## src/rtl/memory_game_ctrl.sv

```systemverilog
// Game-state controller for the 4x4 card-matching board: cursor, flips, pair compare,
// matched tracking and frame-counted hide of mismatched pairs. All outputs are registered.
module memory_game_ctrl #(
  parameter logic [47:0] LAYOUT      = 48'hFF6B_646D_2240,
  parameter int          HOLD_FRAMES = 60
) (
  input  logic        clk_i,
  input  logic        reset_i,
  input  logic        frame_tick_i,
  input  logic        btn_up_i,
  input  logic        btn_down_i,
  input  logic        btn_left_i,
  input  logic        btn_right_i,
  input  logic        btn_sel_i,
  output logic [15:0] face_up_o,
  output logic [15:0] matched_o,
  output logic [3:0]  cursor_o,
  output logic [3:0]  pairs_o,
  output logic [7:0]  attempts_o,
  output logic        busy_o,
  output logic        win_o
);

  typedef enum logic [2:0] {S_IDLE, S_ONE, S_CHECK, S_SHOW, S_WIN} state_e;

  state_e      state_q, state_d;
  logic [15:0] face_up_q, face_up_d;
  logic [15:0] matched_q, matched_d;
  logic [3:0]  cursor_q, cursor_d;
  logic [3:0]  pairs_q, pairs_d;
  logic [7:0]  attempts_q, attempts_d;
  logic [3:0]  first_q, first_d;
  logic [3:0]  second_q, second_d;
  logic [7:0]  hold_q, hold_d;
  logic        busy_q, busy_d;
  logic        win_q, win_d;

  logic sel_ok, ids_eq;

  function automatic logic [2:0] pair_id(input logic [3:0] k);
    logic [5:0] idx;
    idx = {2'b00, k} + {1'b0, k, 1'b0};
    return LAYOUT[idx +: 3];
  endfunction

  assign sel_ok = btn_sel_i && !face_up_q[cursor_q];
  assign ids_eq = (pair_id(first_q) == pair_id(second_q));

  always_ff @(posedge clk_i) begin
    if (reset_i) begin
      state_q    <= S_IDLE;
      face_up_q  <= '0;
      matched_q  <= '0;
      cursor_q   <= '0;
      pairs_q    <= '0;
      attempts_q <= '0;
      first_q    <= '0;
      second_q   <= '0;
      hold_q     <= '0;
      busy_q     <= 1'b0;
      win_q      <= 1'b0;
    end else begin
      state_q    <= state_d;
      face_up_q  <= face_up_d;
      matched_q  <= matched_d;
      cursor_q   <= cursor_d;
      pairs_q    <= pairs_d;
      attempts_q <= attempts_d;
      first_q    <= first_d;
      second_q   <= second_d;
      hold_q     <= hold_d;
      busy_q     <= busy_d;
      win_q      <= win_d;
    end
  end

  always_comb begin
    state_d = state_q;
    case (state_q)
      S_IDLE:  if (sel_ok) state_d = S_ONE;
      S_ONE:   if (sel_ok) state_d = S_CHECK;
      S_CHECK: if (ids_eq) state_d = (pairs_q == 4'd7) ? S_WIN : S_IDLE;
               else        state_d = S_SHOW;
      S_SHOW:  if (frame_tick_i && hold_q == 8'd1) state_d = S_IDLE;
      S_WIN:   state_d = S_WIN;
      default: state_d = S_IDLE;
    endcase
  end

  always_comb begin
    face_up_d  = face_up_q;
    matched_d  = matched_q;
    cursor_d   = cursor_q;
    pairs_d    = pairs_q;
    attempts_d = attempts_q;
    first_d    = first_q;
    second_d   = second_q;
    hold_d     = hold_q;
    case (state_q)
      S_IDLE, S_ONE: if (sel_ok) begin
        face_up_d[cursor_q] = 1'b1;
        if (state_q == S_IDLE) first_d  = cursor_q;
        else                   second_d = cursor_q;
      end
      S_CHECK: begin
        if (attempts_q != 8'hFF) attempts_d = attempts_q + 8'd1;
        if (ids_eq) begin
          matched_d[first_q]  = 1'b1;
          matched_d[second_q] = 1'b1;
          pairs_d             = pairs_q + 4'd1;
        end else begin
          hold_d = 8'(HOLD_FRAMES);
        end
      end
      S_SHOW: if (frame_tick_i) begin
        hold_d = hold_q - 8'd1;
        if (hold_q == 8'd1) begin
          face_up_d[first_q]  = 1'b0;
          face_up_d[second_q] = 1'b0;
        end
      end
      default: ;
    endcase
    // Select above used the pre-move cursor; one move per cycle, up > down > left > right.
    if (state_q != S_WIN) begin
      if      (btn_up_i)    cursor_d[3:2] = cursor_q[3:2] - 2'd1;
      else if (btn_down_i)  cursor_d[3:2] = cursor_q[3:2] + 2'd1;
      else if (btn_left_i)  cursor_d[1:0] = cursor_q[1:0] - 2'd1;
      else if (btn_right_i) cursor_d[1:0] = cursor_q[1:0] + 2'd1;
    end
    busy_d = (state_d == S_CHECK) || (state_d == S_SHOW);
    win_d  = (state_d == S_WIN);
  end

  assign face_up_o  = face_up_q;
  assign matched_o  = matched_q;
  assign cursor_o   = cursor_q;
  assign pairs_o    = pairs_q;
  assign attempts_o = attempts_q;
  assign busy_o     = busy_q;
  assign win_o      = win_q;

endmodule
```

## config.mk

```make
export PLATFORM = sky130hd
export DESIGN_NAME = memory_game_ctrl
export DESIGN_NICKNAME = d
export VERILOG_FILES = /design/src/rtl/memory_game_ctrl.sv
export SDC_FILE = /design/constraint.sdc
export NUM_CORES = 1
export LEC_CHECK = 0
export ABC_AREA = 1
export BUFFER_PORTS_ARGS = -buffer_cell sky130_fd_sc_hd__buf_2
export CAP_MARGIN = 20
export CORE_ASPECT_RATIO = 1.5
export CORE_UTILIZATION = 46
export CTS_CLUSTER_SIZE = 25
export DETAILED_ROUTE_END_ITERATION = 12
export PLACE_DENSITY = 0.77
export SLEW_MARGIN = 20
export SYNTH_ARGS = -nofsm -noshare
export SYNTH_HDL_FRONTEND = slang
export SYNTH_SLANG_ARGS = --single-unit
```

## constraint.sdc

```tcl
create_clock -name clk_i -period 3.2 [get_ports clk_i]
set_clock_uncertainty 0.05 [all_clocks]
set_input_delay 0.16 -clock clk_i [delete_from_list [all_inputs] [get_ports clk_i]]
set_output_delay 0.16 -clock clk_i [all_outputs]
set_load 0.01 [all_outputs]
```

; ---- Yosys cells after proc, flatten, opt, wreduce, memory -nomap -nowiden
; Cells that the tools add are included.
[classes]
addsub = 9
n_lt_le_gt_ge = 6
n_eq_ne = 16
shifts = 2
mux = 25
bitwise = 10
reduce_logical = 21
[op_table]
columns = operator, count
row1 = indexed part select 48 x 7 -> 3 bit (first input constant), 2
row2 = 2-to-1 mux 16 bit, 3
row3 = bitwise OR 16 bit, 3
row4 = bitwise AND 16 bit, 2
row5 = inverter 16 bit, 2
row6 = case mux 16 bit (2 select lines), 1
row7 = 2-to-1 mux 8 bit, 2
row8 = case mux 8 bit (2 select lines), 1
row9 = less-than comparator 4 x 5 -> 1 bit (second input constant), 3
row10 = 2-to-1 mux 3 bit, 5
row11 = case mux 3 bit (5 select lines), 1
row12 = adder 4 x 5 -> 6 bit, 2
row13 = demux 1 bit (select 4 bit), 3
row14 = equality test 3 x 2 -> 1 bit (second input constant), 4
row15 = >= comparator 4 x 1 -> 1 bit (second input constant), 3
row16 = AND reduction 3 bit, 3
row17 = adder 8 x 1 -> 8 bit (second input constant), 1
row18 = equality test 8 x 1 -> 1 bit (second input constant), 1
row19 = 2-to-1 mux 2 bit, 4
row20 = != test 2 bit (second input constant), 4
row21 = != test 8 bit (second input constant), 1
row22 = AND reduction 4 bit, 2
row23 = nonzero test 2 bit, 4
row24 = subtractor 8 x 1 -> 8 bit (second input constant), 1
row25 = 17 further kinds, 31
[totals]
regBits = 69
inputBits = 8
out_inout_bits = 50
word_cells = 101

; ---- Depth between registers and ports, before layout
; Gate-level depths: netlist of run 1.
[logic_depth]
depth_word = 10
depth_mapped = 19
ltp_nobuf = 18

; ---- Worst setup path after synthesis of run 1
; No wires, ideal clock.
[synth_path]
kind = reg-to-reg
startpoint = register first_q[1]
endpoint = register matched_q[10] (netlist: matched_o[10])
arrival_ns = 2.597
t_required_ns = 3.080
slack_ns = 0.482
path_stages_with_launch = 18
path_buffers = 2
period_less_slack_ns = 2.718
cell_sequence = dfxtp_1 -> ha_1 -> fa_1 -> buf_2 -> inv_1 -> nand2_1 -> nand3_1 -> o21ai_0 -> a21oi_1 -> inv_1 -> o21ai_0 -> nand2_1 -> nand2_1 -> nand3_2 -> nor2_4 -> buf_6 -> o21ai_0 -> a21oi_1
[synth_via]
elab_chain_cells = 6
word_cells_on_any_way = 11
classes_between = 1 x add/sub / 2 x order compare / 1 x eq/ne / 1 x shift / 2 x mux / 2 x bitwise / 2 x reduce/logical
[synth_rtl]
columns = element, line_no
row1 = "start, declared", 32  ; logic [3:0] first_q, first_d;
row2 = "start signal, assigned", 69  ; first_q <= first_d;
row3 = branches (longest 6 deep; another with adder 4 x 5 -> 6 bit), n/a
row4 = "end signal, assigned", 65  ; matched_q <= matched_d;
row5 = "end, declared", 28  ; logic [15:0] matched_q, matched_d;
; Parallel ways; which one is timed is not known.
; A chain may end at the register's enable or synchronous reset.

; ---- Final worst setup path of run 1
[layout_path]
startpoint = register first_q[0]
endpoint = register matched_q[14] (netlist: matched_o[14])
; The elaborated chain is that of the path after synthesis.

==> results.yml, run 1 <==
drt:
  ant_nets: 0
  postRouteWirelength_um: 12500
  drt_iter0_drc: 244
  drc_errors: 6
  viasPerCell: 5.35
  wl_per_cell_um: 13.8
  first_pass_iters: 9
  vias: 4865
setup_path:
  endpoint_kind: "flop"
  cpMaxStageDelayCell: "fa_2"
  critPathRequiredTime_ns: 3.42
  crit_top_cell: "nand2_1"
  path_cells: "ha_1 > fa_2 > buf_4 > nand2_1 > nand2_1 > nand2_1 > nand2_1 > nand3_1 > nand3_1 > nand2_1 > inv_1 > nand3_1 > nand2_1 > nand3_4 > nor2_4 > buf_6 > o21ai_0 > a21oi_1"
  worstSetupStartpointType: "flop"
  cp.arrival_ns: 3.18
  max_stage_delay_ns: 0.65
  worstSetupPathType: "flop to flop"
  cp_max_fo: 16
logic_synthesis:
  yosysWarnings: 0
  avgSynthCellArea_um2: 6.38
  yosysMostFrequentCell: "nand2_1"
  synth_commonest_cells: "nand2_1, inv_1, a21oi_1"
  ys_seq_area_frac: 0.296
  synth_cells: 731
  synth-seq-cells: 69
  ys_top_cells_by_area: "dfxtp_1, nand2_1, a21oi_1"
  synth_edf_count: 0
  synthArstFlopShare: 0
  yosys.area.top_type: "dfxtp_1"
  synth_ff_type: "dfxtp_1"
  syn_nets: 770
  synth.distinct_cells: 36
  synth_top_cell_area_share: 0.296
  synth_area_mm2: 0.00466
placement:
  gp_routability_congestion: 0.935
  io_buffers: 57
  place_worst_setup_slack_ns: 0.190
  dp.final_hpwl_um: 9520
pwr:
  power.leakage_nw: 2.58
  p_int_w: 0.00193
  p_comb_frac: 0.304
  seq_power_share: 0.327
  p_sw_frac: 0.345
  fin_total_pwr_w: 0.00295
  p_sw_w: 0.00102
  powerDensity_mw_per_mm2: 544
  pwr-share-clk: 0.368
  peakVddDrop_mv: 0.381
layout:
  area_delta_synth_final_pct: 16.3
  fillers: 973
  multi_input_area_mm2: 0.00284
  antenna_cells: 0
  drive_above_1_share: 0.131
  nets: 828
  regArea_mm2: 0.00138
  finish.utilization: 0.556
run_status:
  outcome: "finished, violations left"
  violations: "DRC"
timing:
  drv_slew: 0
  setup_slack_ns: 0.240
  fmax_ghz: 0.338
  hold_viol_final: 0
  fin_crit_ns: 2.96
  relSlewSlack: 0.542
  fin_crit_sh: 0.925
  hold_slack_ns: 0.0931
  setup-violations-final: 0
  worst_slew_pin_slew_ns: 0.686
grt:
  grt_max_degree: 47
  grtUsageTotal: 0.247
  grt_pass1_vias: 4693
  grt_antenna_before_repair: 0
  grt_pass1_wl_um: 21000
  grt_overflow: 0
die:
  die-area_mm2: 0.0106
  fp.dieW_um: 84.2
  initial_core_util: 0.479
  chipHeight_um: 125
  coreArea_mm2: 0.00974
  fp-row-count: 44
  io_pins: 58
clock_network:
  cts_tree: "yes"
  root_buffer: "clkbuf_16"
  clock_path_buffers: 2
  clkLatencyLatePin_ns: 0.33
  numCtsBuffers: 9
  clock_sinks: 69
  clk_pin_slew_worst_paths_ns: 0.06
  ctsHtreeMaxLevel: 3
hold_path:
  worstHoldPathType: "primary input to flop"
job:
  cap_violations: 0
## power groups by stage
stage / clock, W / combinational (W) / sequential [W]
floorplan: 0 / 0.000652 / 0.000979
global route: 0.00114 / 0.00101 / 0.000973
CTS: 0.00110 / 0.000854 / 0.000965
detailed placement: 0 / 0.000848 / 0.000983
finish: 0.00109 / 0.000899 / 0.000966
global placement: 0 / 0.000845 / 0.000982
## kinds of logic after synthesis
| family | after synthesis | share of synthesized area |
|---|---|---|
| adders and majority gates | 31 | 0.0848 |
| xor gates and xnor gates | 8 | 0.0150 |
| and+or+nand+nor | 350 | 0.324 |
| buffers and inverters | 117 | 0.100 |
| DFF | 69 | 0.296 |
| AOI/OAI and AO/OA | 156 | 0.180 |
## per-stage QoR
step	std cells	setup TNS [ns]	instance area, um^2
floorplan	731	0	4660
finish	909	0	5420
global placement	891	0	5050
global route	909	-0.0363	5420
CTS	907	0	5390
detailed placement	891	0	5050
## registers in the layout, summed over array words and instances, names as in the netlist, 3 cells and up
register and count:
attempts_o 8, cursor_o 4, face_up_o 16, first_q 4, hold_q 8, matched_o 16, pairs_o 4, second_q 4
state_q 3
## cell type report
type,count,share of cell area
tap,115,0.0265
clock buffer,11,0.0466
multi-input combinational,545,0.523
timing repair buffer,66,0.0658
clock inverter,5,0.0152
inverter,98,0.0678
sequential,69,0.255
## timing repair
| item | 4_1_cts | 5_1_grt |
|---|---|---|
| gates resized for setup | 0 | 6 |
| setup buffers | 0 | 2 |
| endpoints found under the hold margin | 0 | 0 |
| hold buffers | 0 | 0 |
| setup endpoints to repair | 0 | 23 |
## cells in the final DEF (no fill, tap or decap), drive strengths merged
master	count
nand3	65
nor3	13
fa	1
a221oi	1
clkbuf	11
dfxtp	69
o41ai	8
nand3b	3
and3	1
xor2	5
a22o	2
o21ai	61
o211ai	1
bufinv	2
a211oi	1
nand2	209
o22ai	5
a31oi	2
ha	30
a21oi	75
inv	98
nor2	47
clkinv	3
xnor2	3
nor4	1
nand4	8
buf	66
or2	3
## per-layer routing
layer	GRT usage	wire length, um	part of all wire	up-vias
met1	0.256	5100	0.41	2213
li1	-	-	-	2511
met3	0.0409	434	0.035	28
met5	0	0	0	-
met2	0.473	6590	0.53	113
met4	0.119	395	0.032	0
## worst max-delay path, delay by kind of cell (launching register included)
kind	cells	cell delay [ns]
AOI/OAI and AO/OA	2	0.26
and+or+nand+nor	11	0.93
buffers and inverters	3	0.37
DFF	1	0.37
adders and majority gates	2	0.91
## final timing paths
path | slack [ns] | endpoint | start | depth (start not counted)
max | 0.24 | matched_o[14] | first_q[0] | 18
min | 0.09 | cursor_o[1] | btn_left_i | 3
max reg2reg | 0.24 | matched_o[14] | first_q[0] | 18
min reg2reg | 0.39 | matched_o[0] | matched_o[0] | 2
Note: power is estimated with default switching activity, not from simulation.
==> run 2: changes to the inputs <==
--- a/config.mk
+++ b/config.mk
@@ -13,6 +13,7 @@
 export CTS_CLUSTER_SIZE = 25
 export DETAILED_ROUTE_END_ITERATION = 12
 export PLACE_DENSITY = 0.77
+export RECOVER_POWER = 25
 export SLEW_MARGIN = 20
 export SYNTH_ARGS = -nofsm -noshare
 export SYNTH_HDL_FRONTEND = slang
==> results.yml, run 2 (synthesis gave the netlist of run 1 again) <==
run_status:
  outcome: "finished, violations left"
  violations: "DRC"
pwr:
  peakVddDrop_mv: 0.381
  power.leakage_nw: 2.45
  fin_total_pwr_w: 0.00295
  powerDensity_mw_per_mm2: 548
setup_path:
  r2r_start: "first_q[0]"
  crit_end: "matched_o[14]"
  endpoint_kind: "flop"
  rrSetupSlack_ns: 0.23
  r2r.worst_path.cells: 18
  path_buf_inv: 3
  worstSetupStartpointType: "flop"
  path_cells: "ha_1 > fa_2 > buf_4 > nand2_1 > nand2_1 > nand2_1 > nand2_1 > nand3_1 > nand3_1 > nand2_1 > inv_1 > nand3_1 > nand2_1 > nand3_4 > nor2_4 > buf_6 > o21ai_0 > a21oi_1"
  max_stage_delay_ns: 0.65
  cp.depth: 18
  worstSetupPathType: "flop to flop"
  crit_top_cell: "nand2_1"
  r2r_end: "matched_o[14]"
  critPathRequiredTime_ns: 3.42
  cp_max_fo: 16
  critPathTopFamily: "simple AND/OR/NAND/NOR gates"
  cpMaxStageDelayCell: "fa_2"
  worstSetupStartpoint: "first_q[0]"
  cp.arrival_ns: 3.18
drt:
  wl_met2_um: 6520
  vias: 4874
  postRouteWirelength_um: 12500
  first_pass_iters: 9
  drt_iter0_drc: 243
  wl_met1_um: 5080
  drc_errors: 6
  routed-wl-met3_um: 519
  viasPerCell: 5.36
  wl_per_cell_um: 13.8
  top_layer: "met4"
  ant_nets: 0
timing:
  relSlewSlack: 0.543
  setup_slack_ns: 0.235
  fin_crit_sh: 0.927
  worst_slew_pin_slew_ns: 0.685
  fin_crit_ns: 2.97
  setup-violations-final: 0
  drv_slew: 0
  fmax_ghz: 0.337
  hold_viol_final: 0
layout:
  final_cell_mix: "nand2_1, inv_1, a21oi_1, dfxtp_1, nand3_1"
  area_delta_synth_final_pct: 15.5
  nets: 828
  fillers: 987
  drive_above_1_share: 0.0945
  layout_commonest_cell: "nand2_1"
  antenna_cells: 0
  fin_area_mm2: 0.00539
clock_network:
  cts_tree: "yes"
  clk_pin_slew_worst_paths_ns: 0.06
  numCtsBuffers: 9
  ctsHtreeMaxLevel: 3
  clock_sinks: 69
  clkLatencyLatePin_ns: 0.33
  clock_path_buffers: 2
  root_buffer: "clkbuf_16"
placement:
  dp.final_hpwl_um: 9520
  place_worst_setup_slack_ns: 0.190
  io_buffers: 57
  post_dp_cell_area_mm2: 0.00505
  gp_routability_congestion: 0.935
grt:
  grt_pass1_vias: 4693
  grt_max_degree: 47
  grt_antenna_before_repair: 0
  grtUsageTotal: 0.247
  grt_overflow: 0
  grt_pass1_wl_um: 21000
die:
  die-area_mm2: 0.0106
  initial_core_util: 0.479
  coreArea_mm2: 0.00974
  fp.dieW_um: 84.2
  fp-row-count: 44
  io_pins: 58
  chipHeight_um: 125
job:
  cap_violations: 0
hold_path:
  worstHoldPathType: "primary input to flop"
[run 2: where the power goes]
group	internal [W]	switching [W]	total (W)
Clock	0.000725	0.000364	0.00109
Sequential	0.000905	0.0000612	0.000966
Combinational	0.000303	0.000595	0.000899
Total	0.00193	0.00102	0.00295
[run 2: how the worst min path moves through the flow]
stage	cells past startpoint	end	startpoint	slack [ns]
5_1_grt	3	cursor_o[1]	btn_left_i	0.11
2_1_floorplan	2	cursor_o[3]	btn_up_i	0.29
3_5_place_dp	2	matched_o[15]	matched_o[15]	0.39
6_report	3	cursor_o[1]	btn_left_i	0.09
4_1_cts	3	cursor_o[1]	btn_left_i	0.09
3_3_place_gp	2	matched_o[9]	matched_o[9]	0.39
[run 2: final cells by class]
type | instances | area (um^2) | area share
clock inverters | 5 | 82.6 | 0.0153
multi-input cells | 545 | 2840 | 0.527
repair buffers | 66 | 320 | 0.0595
well taps | 115 | 144 | 0.0267
clock buffers | 11 | 253 | 0.0469
flip-flops and latches | 69 | 1380 | 0.256
inverters | 98 | 368 | 0.0683
[run 2: worst min-delay path: stages]
cell,delay [ns]
buf_2,0.10
xnor2_1,0.07
a21oi_1,0.10
[run 2: repair_timing]
item	in CTS	in global routing
endpoints found under the setup margin	0	23
hold buffers	0	0
resized for setup	0	6
buffers inserted	0	2
[run 2: through the flow]
step / std cells / hold WS [ns] / TNS [ns] / utilization
6_report: 909 / 0.0922 / 0 / 0.553
5_1_grt: 909 / 0.114 / -0.0363 / 0.553
4_1_cts: 907 / 0.0916 / 0 / 0.553
3_5_place_dp: 891 / 0.388 / 0 / 0.518
3_3_place_gp: 891 / 0.388 / 0 / 0.518
2_1_floorplan: 731 / 0.291 / 0 / -
[run 2: metal layers]
| layer | track usage | up-vias |
|---|---|---|
| li1 | - | 2508 |
| met1 | 0.256 | 2207 |
| met2 | 0.473 | 129 |
| met3 | 0.0409 | 30 |
| met4 | 0.119 | 0 |
| met5 | 0 | - |
==> run 3: changes to the inputs <==
--- a/config.mk
+++ b/config.mk
@@ -9,6 +9,7 @@
 export BUFFER_PORTS_ARGS = -buffer_cell sky130_fd_sc_hd__buf_2
 export CAP_MARGIN = 20
 export CORE_ASPECT_RATIO = 1.5
+export CORE_MARGIN = 4
 export CORE_UTILIZATION = 46
 export CTS_CLUSTER_SIZE = 25
 export DETAILED_ROUTE_END_ITERATION = 12
==> results.yml, run 3 (synthesis gave the netlist of run 1 again) <==
clock_network:
  postCtsHoldBufs: 0
  clk_pin_slew_worst_paths_ns: 0.06
  numCtsBuffers: 9
  root_buffer: "clkbuf_16"
  ctsHtreeMaxLevel: 3
  clock_path_buffers: 2
  cts_tree: "yes"
  clkLatencyLatePin_ns: 0.34
  clock_sinks: 69
layout:
  fin_area_mm2: 0.00541
  finish.utilization: 0.552
  final_cell_mix: "nand2_1, inv_1, a21oi_1, dfxtp_1, nand3_1"
  nets: 830
  area_delta_synth_final_pct: 15.9
  layout_commonest_cell: "nand2_1"
  antenna_cells: 0
  drive_above_1_share: 0.0955
setup_path:
  cp_max_fo: 17
  worstSetupPathType: "flop to flop"
  cp.arrival_ns: 3.09
  endpoint_kind: "flop"
  worstSetupStartpointType: "flop"
  critPathRequiredTime_ns: 3.41
  r2r_end: "pairs_o[2]"
  rrSetupSlack_ns: 0.33
  r2r.worst_path.cells: 17
  r2r_start: "first_q[1]"
drt:
  ant_nets: 0
  vias: 4926
  drc_errors: 0
  drt_iter0_drc: 359
  postRouteWirelength_um: 12600
  first_pass_iters: 5
  viasPerCell: 5.41
  wl_per_cell_um: 13.8
hold_path:
  min_path_cells: 3
  min_delay_worst_endpoint: "cursor_o[1]"
  worstHoldStart: "btn_left_i"
  worstHoldPathType: "primary input to flop"
grt:
  grt_pass1_wl_um: 21000
  grt_overflow: 0
  grt_pass1_vias: 4559
  grtUsageTotal: 0.214
  grt_antenna_before_repair: 0
  grt_max_degree: 47
pwr:
  peakVddDrop_mv: 0.591
  pwr-share-clk: 0.385
  p_sw_w: 0.00102
  p_comb_frac: 0.293
  powerDensity_mw_per_mm2: 553
  p_int_w: 0.00197
  p_sw_frac: 0.341
  seq_power_share: 0.323
  power.leakage_nw: 2.46
timing:
  relSlewSlack: 0.563
  setup-violations-final: 0
  hold_slack_ns: 0.101
  hold_viol_final: 0
  worst_slew_pin_slew_ns: 0.655
  fin_crit_ns: 2.87
  drv_slew: 0
  rsz0062_at_grt: "false"
  fin_crit_sh: 0.898
  setup_tns_ns: 0
  fmax_ghz: 0.348
placement:
  dp.final_hpwl_um: 9630
  gp_routability_congestion: 0.923
  post_dp_cell_area_mm2: 0.00507
  io_buffers: 57
die:
  fp-row-count: 44
  io_pins: 58
  initial_core_util: 0.476
  coreArea_mm2: 0.00980
  chipHeight_um: 131
  fp.dieW_um: 90.2
  die-area_mm2: 0.0118
run_status:
  outcome: "finished, final reports clean"
job:
  cap_violations: 0
-- run 3: layout make-up --
cell class / instances / area (um^2)
Fill cell: 1009 / 4390
Timing Repair Buffer: 68 / 344
Clock buffer: 9 / 225
Inverter: 98 / 368
Multi-Input combinational cell: 545 / 2820
Tap cell: 115 / 144
Clock inverter: 7 / 121
Sequential cell: 69 / 1380
-- run 3: per-layer routing --
layer	up-vias	wire length [um]	track usage
met3	44	594	0.0423
li1	2515	-	-
met2	139	6520	0.396
met5	-	0	0
met4	0	493	0.0971
met1	2228	4990	0.233
-- run 3: worst max-delay path, cell delays in order (launching register included) --
cell and delay, ns:
dfxtp_1 0.42, ha_1 0.22, fa_2 0.51, nand2_1 0.11
o21ai_0 0.08, nand2_1 0.07, o21ai_0 0.10, o21ai_0 0.18
nand2_1 0.09, inv_1 0.05, nand3_1 0.06, nand2_1 0.08
nand3_2 0.14, nor2_4 0.16, buf_12 0.15, buf_4 0.11
nand2_1 0.05, a21oi_1 0.14
-- run 3: worst max-delay path by stage --
stage,startpoint,endpoint,depth (start not counted)
after global placement,first_q[1],pairs_o[3],17
after CTS,first_q[1],pairs_o[0],17
after floorplan,first_q[1],matched_o[10],17
after detailed placement,first_q[1],pairs_o[0],17
final,first_q[1],pairs_o[2],17
after global routing,first_q[1],matched_o[0],17
-- run 3: power by group through the flow --
stage | clock network [W] | registers [W] | logic (W)
finish | 0.00115 | 0.000964 | 0.000874
global route | 0.00121 | 0.000971 | 0.00100
CTS | 0.00117 | 0.000961 | 0.000864
detailed placement | 0 | 0.000980 | 0.000856
global placement | 0 | 0.000979 | 0.000850
floorplan | 0 | 0.000979 | 0.000652
-- run 3: metrics by stage --
| step | std cells | setup slack, ns | total power (W) |
|---|---|---|---|
| after global routing | 911 | 0.0139 | 0.00318 |
| after CTS | 909 | 0.201 | 0.00299 |
| after detailed placement | 893 | 0.203 | 0.00184 |
| after floorplan | 731 | 0.482 | 0.00163 |
| final | 911 | 0.328 | 0.00299 |
| after global placement | 893 | 0.273 | 0.00183 |
-- run 3: timing repair --
action                     4_1_cts  5_1_grt
resized for setup                0        2
buffers inserted                 0        2
setup endpoints to repair        0       21
